==> src/rtl/genius_control.sv <==
// Moore control FSM for the Genius memory game: sequences setup, FPGA display, player input, checking and result.
// Optional ENTER_SYNC_EN: enter passes through a 2-flop synchronizer and rising-edge detector.
module genius_control (
    input  logic       CLOCK_50,
    input  logic       reset,
    input  logic       enter,
    input  logic       end_FPGA,
    input  logic       end_User,
    input  logic       end_time,
    input  logic       win,
    input  logic       match,
    output logic       R1,
    output logic       R2,
    output logic       E1,
    output logic       E2,
    output logic       E3,
    output logic       E4,
    output logic       SEL,
    output logic [2:0] state_o
);

    localparam logic [2:0] ST_INIT   = 3'd0;
    localparam logic [2:0] ST_SETUP  = 3'd1;
    localparam logic [2:0] ST_PREP   = 3'd2;
    localparam logic [2:0] ST_SEQ    = 3'd3;
    localparam logic [2:0] ST_PLAY   = 3'd4;
    localparam logic [2:0] ST_CHECK  = 3'd5;
    localparam logic [2:0] ST_NEXT   = 3'd6;
    localparam logic [2:0] ST_RESULT = 3'd7;

    logic [2:0] state_reg;
    logic [2:0] state_next;
    logic       enter_evt;

`ifdef ENTER_SYNC_EN
    logic sync1_reg;
    logic sync2_reg;
    logic prev_reg;

    always_ff @(posedge CLOCK_50 or posedge reset) begin
        if (reset) begin
            sync1_reg <= 1'b0;
            sync2_reg <= 1'b0;
            prev_reg  <= 1'b0;
        end else begin
            sync1_reg <= enter;
            sync2_reg <= sync1_reg;
            prev_reg  <= sync2_reg;
        end
    end

    // One pulse per press: a held button never re-triggers.
    assign enter_evt = sync2_reg & ~prev_reg;
`else
    assign enter_evt = enter;
`endif

    always_ff @(posedge CLOCK_50 or posedge reset) begin
        if (reset) begin
            state_reg <= ST_INIT;
        end else begin
            state_reg <= state_next;
        end
    end

    always_comb begin
        state_next = state_reg;
        case (state_reg)
            ST_INIT:   state_next = ST_SETUP;
            ST_SETUP:  if (enter_evt) state_next = ST_PREP;
            ST_PREP:   state_next = ST_SEQ;
            ST_SEQ:    if (end_FPGA) state_next = ST_PLAY;
            ST_PLAY:   if (end_User || end_time) state_next = ST_CHECK;
            // A timeout loses even when the partial sequence matched.
            ST_CHECK:  if (end_time || !match || win) state_next = ST_RESULT;
                       else state_next = ST_NEXT;
            ST_NEXT:   state_next = ST_PREP;
            ST_RESULT: if (enter_evt) state_next = ST_INIT;
            default:   state_next = ST_INIT;
        endcase
    end

    always_comb begin
        R1  = 1'b0;
        R2  = 1'b0;
        E1  = 1'b0;
        E2  = 1'b0;
        E3  = 1'b0;
        E4  = 1'b0;
        SEL = 1'b0;
        case (state_reg)
            ST_INIT:   begin R1 = 1'b1; R2 = 1'b1; end
            ST_SETUP:  E1  = 1'b1;
            ST_PREP:   R2  = 1'b1;
            ST_SEQ:    E3  = 1'b1;
            ST_PLAY:   E2  = 1'b1;
            ST_CHECK:  ;
            ST_NEXT:   E4  = 1'b1;
            ST_RESULT: SEL = 1'b1;
            default:   begin R1 = 1'b1; R2 = 1'b1; end
        endcase
    end

    assign state_o = state_reg;

endmodule
==> config.mk <==
export PLATFORM = sky130hd
export DESIGN_NAME = genius_control
export DESIGN_NICKNAME = d
export VERILOG_FILES = /design/src/rtl/genius_control.sv
export SDC_FILE = /design/constraint.sdc
export NUM_CORES = 1
export LEC_CHECK = 0
export CAP_MARGIN = 10
export CORE_AREA = 2 2 39 41
export CTS_CLUSTER_DIAMETER = 200
export DETAILED_ROUTE_END_ITERATION = 8
export DIE_AREA = 0 0 41 43
export PLACE_DENSITY = 0.54
export RECOVER_POWER = 100
export SLEW_MARGIN = 20
export SYNTH_ARGS = -nofsm -noshare
export SYNTH_HDL_FRONTEND = slang
export SYNTH_SLANG_ARGS = --single-unit
==> constraint.sdc <==
create_clock -name CLOCK_50 -period 2.5 [get_ports CLOCK_50]
set_clock_uncertainty 0.1 [all_clocks]
set_input_delay 0.375 -clock CLOCK_50 [delete_from_list [all_inputs] [get_ports CLOCK_50]]
set_output_delay 0.375 -clock CLOCK_50 [all_outputs]
set_load 0.01 [all_outputs]
Word-level counts from Yosys, hierarchy flattened

Index checks and enable logic that the tools add are counted.
W data, S select, Z words.

Flip-flop bits (word level): 3
Bits in latches: 0
Bits in writable memories: 0
Bits in read-only memories: 0
Input port bits: 8
Output and inout port bits: 10
Logic and storage cells: 32
Memories: 0

$add $sub $neg: 0
Multipliers: 0
Divide/modulo/power cells: 0
$lt $le $gt $ge: 0
Equality and inequality tests: 11
Shifts and indexed selects: 0
Muxes and demuxes: 13
Bitwise logic cells: 0
Reduce and logical (&&, ||, !) cells: 7

Operators by type and width:

| cell                 | number |
|---|---|
| $pmux W3 S8          | 1 |
| $eq A3 B3 Y1 const B | 4 |
| $mux W3              | 4 |
| $mux W1              | 8 |
| $ne A2 B2 Y1 const B | 4 |
| $eq A3 B2 Y1 const B | 2 |
| $reduce_and A4 Y1    | 1 |
| $eq A3 B1 Y1 const B | 1 |
| $logic_not A3 Y1     | 1 |
| $logic_or A1 B1 Y1   | 3 |
| $reduce_or A2 Y1     | 1 |
| $logic_not A1 Y1     | 1 |

Depth between registers and ports, before layout

Depth after elaboration: 5
Mapped depth: 4
Depth with buffers taken out: 3

Worst setup path before layout

OpenSTA, ideal clock, no wires.

Kind: register to output
From: register state_reg[2], in the netlist state_o[2]
To: output port R1
Data arrival time: 0.885 ns
Data required time: 2.025 ns
Slack: 1.140 ns
Cell stages (with the launch flop): 3
Path buffers: 1
Cells stage by stage: dfrtp_1 -> buf_6 -> nor3_1

Word-level cells in the longest chain between the ends: 2

RTL lines:

| element                | line | source |
|---|---|---|
| from (decl)            | 31   | `logic [2:0] state_reg;` |
| from (signal assigned) | 62   | `state_reg <= state_next;` |
| $logic_not A3 Y1       | 91   | `case (state_reg)` |
| $mux W1                | 91   |  |
| to (decl)              | 12   | `output logic R1,` |

No other way between the ends.

Final worst setup path

From: register state_reg[2], in the netlist state_o[2]
To: output port E1

Word-level cells in the longest chain between the ends: 2

RTL lines:

| element      | line | source |
|---|---|---|
| $eq A3 B1 Y1 | 91   |  |
| $mux W1      | 91   |  |
| to (decl)    | 14   | `output logic E1,` |

No other way between the ends.

==> out/metrics.yaml <==
clocking:
  worst_setup_hold_path_clk_slew_ps: 40
  max-clock-path-buffers: 2
  htreeDepth: 1
  tritoncts: "built"
  tritoncts.num_buffers: 3
  cts-hold-fix-buffers: 0
  worstSkewPairLatency_ps: 230
  post_cts.resized_instances: 0
  root_buffer: "sky130_fd_sc_hd__clkbuf_4"
  cts_sinks: 3
  postCtsSetupBuffers: 0
global_routing:
  grt_use_total_pct: 9.15
  globalRoute.totalOverflow: 0
  wire_length_of_the_first_global_routing_pass_mm: 1.02
  grt.met3_usage_pct: 4.71
  grt_start_max_net_pins: 15
  first_global_vias: 260
  grtUsageMet2_pct: 10.3
  antenna_found_initial: 0
  globalRouteMet1Util_pct: 11.9
  most_crowded_layer_gr: "met1"
detailed_routing:
  antenna_violating_nets_post_route: 0
  dr_vias_cell: 4.27
  detail_route.wirelength_um: 637
  drt_drc_violations_left: 0
  wire_per_inst_um: 9.65
  firstDrtPassIters: 2
  vias: 282
  drt_iter0_markers: 5
floorplanning:
  starting_density_pct: 19.1
  die-area_um2: 1760
  num_rows: 14
  die_h_um: 43
  ios: 18
  core_area_um2: 1380
  floorplan.die.width_um: 41
power_and_ir_drop:
  cellPowerDensity_nw_per_um2: 1150
  power.total_w: 0.000514
  vdd.ir_drop.worst_mv: 0.325
  cellLeakagePower_nw: 0.215
sta:
  rsz0062_at_grt: "false"
  slew_violations: 0
  max_slew_margin_vs_limit_pct: 74.7
  final_hold_fails: 0
  setup-tns-final_ps: 0
  timing.final.setup_violations: 0
  timing.final.crit_share_pct: 86.9
  holdWs_ps: 351
  fin_crit_ps: 2170
  max_freq_ghz: 0.460
  timing_worst_slew_pin_value_ps: 379
worst_hold_path:
  hp-class: "input port to asynchronous set/reset pin"
final_layout:
  drive_gt1_share_pct: 10.0
  layout.area.seq_um2: 75.1
  layout.cells.most_common: "sky130_fd_sc_hd__dlygate4sd3_1"
  multi_input_comb_area_um2: 144
  highest_count_cells_in_the_layout_ignoring_fill_and_taps: "sky130_fd_sc_hd__dlygate4sd3_1, sky130_fd_sc_hd__clkdlybuf4s50_1, sky130_fd_sc_hd__nor2_1"
  finish.net_count: 59
  max_reg_flops: 3
  area_growth_syn_to_layout_pct: 69.2
  diodes: 0
  fillcell_total: 158
  final_core_utilization_pct: 32.3
critical_path:
  buffering_stage_count_on_the_worst_path_with_inverters_included: 1
  timing.critical_path.required_ps: 2030
  r2r-start: "state_o[2]$_DFFE_PP0P_"
  ff2ff_path_depth: 3
  crit_family: "buffers and inverters"
  crit_path_max_incr_delay_ps: 610
  crit_path_max_fanout: 14
  critPathCapture: "E1"
  setup.reg_to_reg.worst_slack_ps: 1220
  cp_cell_sequence: "nand2b_1 -> nor2_1 -> dlygate4sd3_1"
  r2r-end: "state_o[0]$_DFFE_PP0P_"
  worst_path_max_delay_cell: "sky130_fd_sc_hd__dlygate4sd3_1"
  timing.critical_path.from: "state_o[2]$_DFFE_PP0P_"
  critPathLaunchType: "flop"
  crit_arrival_ps: 1700
  critical_path_cell_count: 3
  path_class: "flop to output pin"
  critical_path.endpoint_type: "output pin"
synth:
  number_of_nets_produced_by_synthesis: 40
  syn-instance-count: 32
  seq_area_frac_synth_pct: 28.4
  yosys_warnings: 0
  post_synth.cell_area_avg_um2: 8.25
  yosysUniqueCellTypes: 18
  synth_seq_cells: 3
  mappedNetlistArea_um2: 264
placed_design:
  gp_routability_congestion: 0.719
  port_buffers: 17
  detailedPlacementHpwl_um: 476
run_status:
  outcome: "finished, final reports clean"
flow_run:
  cap_violations: 0
[per-layer routing]
metal,vias up,routed length [um],share of wire [%]
met5,-,0,0
met4,0,0,0
met3,0,32,5.0
met2,10,331,52
met1,127,274,43
li1,145,-,-
[logic make-up after synthesis]
family	Yosys count	synth area share, %
and+or+nand+nor	14	28.4
DFF	3	28.4
xor gates and xnor gates	1	3.32
AOI/OAI and AO/OA	6	15.2
muxes	2	7.58
buffers and inverters	6	17.1
[power by group]
part           internal, W  total [W]  switching, W  leakage, nW
logic             0.000167   0.000286      0.000120        0.165
clock network    0.0000597  0.0000828     0.0000232       0.0150
registers        0.0000732   0.000145     0.0000717       0.0356
total             0.000300   0.000514      0.000215        0.215
[worst register-to-register path: stages (launching register included)]
cell                      delay [ps]
sky130_fd_sc_hd__dfrtp_1         560
sky130_fd_sc_hd__xor2_1          180
sky130_fd_sc_hd__o22ai_1         110
sky130_fd_sc_hd__a32o_1          210
[metrics by stage]
step | instances | area (um^2) | setup WS, ps
2_1_floorplan | 32 | 264 | 1140
3_3_place_gp | 62 | 420 | 615
3_5_place_dp | 62 | 420 | 615
4_1_cts | 66 | 447 | 370
5_1_grt | 66 | 447 | 225
6_report | 66 | 447 | 328
[cells in the mapped netlist]
cell type                  count  area, um^2
sky130_fd_sc_hd__nand2_1       2        7.51
sky130_fd_sc_hd__nand3_1       1        5.00
sky130_fd_sc_hd__inv_1         3        11.3
sky130_fd_sc_hd__o21ai_0       1        5.00
sky130_fd_sc_hd__nor3_2        1        10.0
sky130_fd_sc_hd__xor2_1        1        8.76
sky130_fd_sc_hd__a22o_1        1        8.76
sky130_fd_sc_hd__o21ai_1       2        10.0
sky130_fd_sc_hd__o22ai_1       1        6.26
sky130_fd_sc_hd__nor3_1        1        5.00
sky130_fd_sc_hd__nand2b_1      2        12.5
sky130_fd_sc_hd__nor2_1        4        15.0
sky130_fd_sc_hd__mux2i_1       2        20.0
sky130_fd_sc_hd__and3_2        1        7.51
sky130_fd_sc_hd__a32o_1        1        10.0
sky130_fd_sc_hd__dfrtp_1       3        75.1
sky130_fd_sc_hd__and3_1        2        12.5
sky130_fd_sc_hd__buf_6         3        33.8
[worst min-delay path by stage]
stage	startpoint	to	cells past startpoint
after global routing	reset	state_o[2]$_DFFE_PP0P_	2
after floorplan	reset	state_o[0]$_DFFE_PP0P_	1
after global placement	reset	state_o[0]$_DFFE_PP0P_	2
after detailed placement	reset	state_o[0]$_DFFE_PP0P_	2
after CTS	reset	state_o[0]$_DFFE_PP0P_	2
final	reset	state_o[2]$_DFFE_PP0P_	2
[cell type report]
cell class	instances	share of cell area, %
Timing Repair Buffer	17	38.1
Tap cell	16	4.48
Sequential cell	3	16.8
Clock buffer	4	5.88
Multi-Input combinational cell	23	32.2
Inverter	3	2.52
No activity file was read; power rests on OpenSTA's default activity.
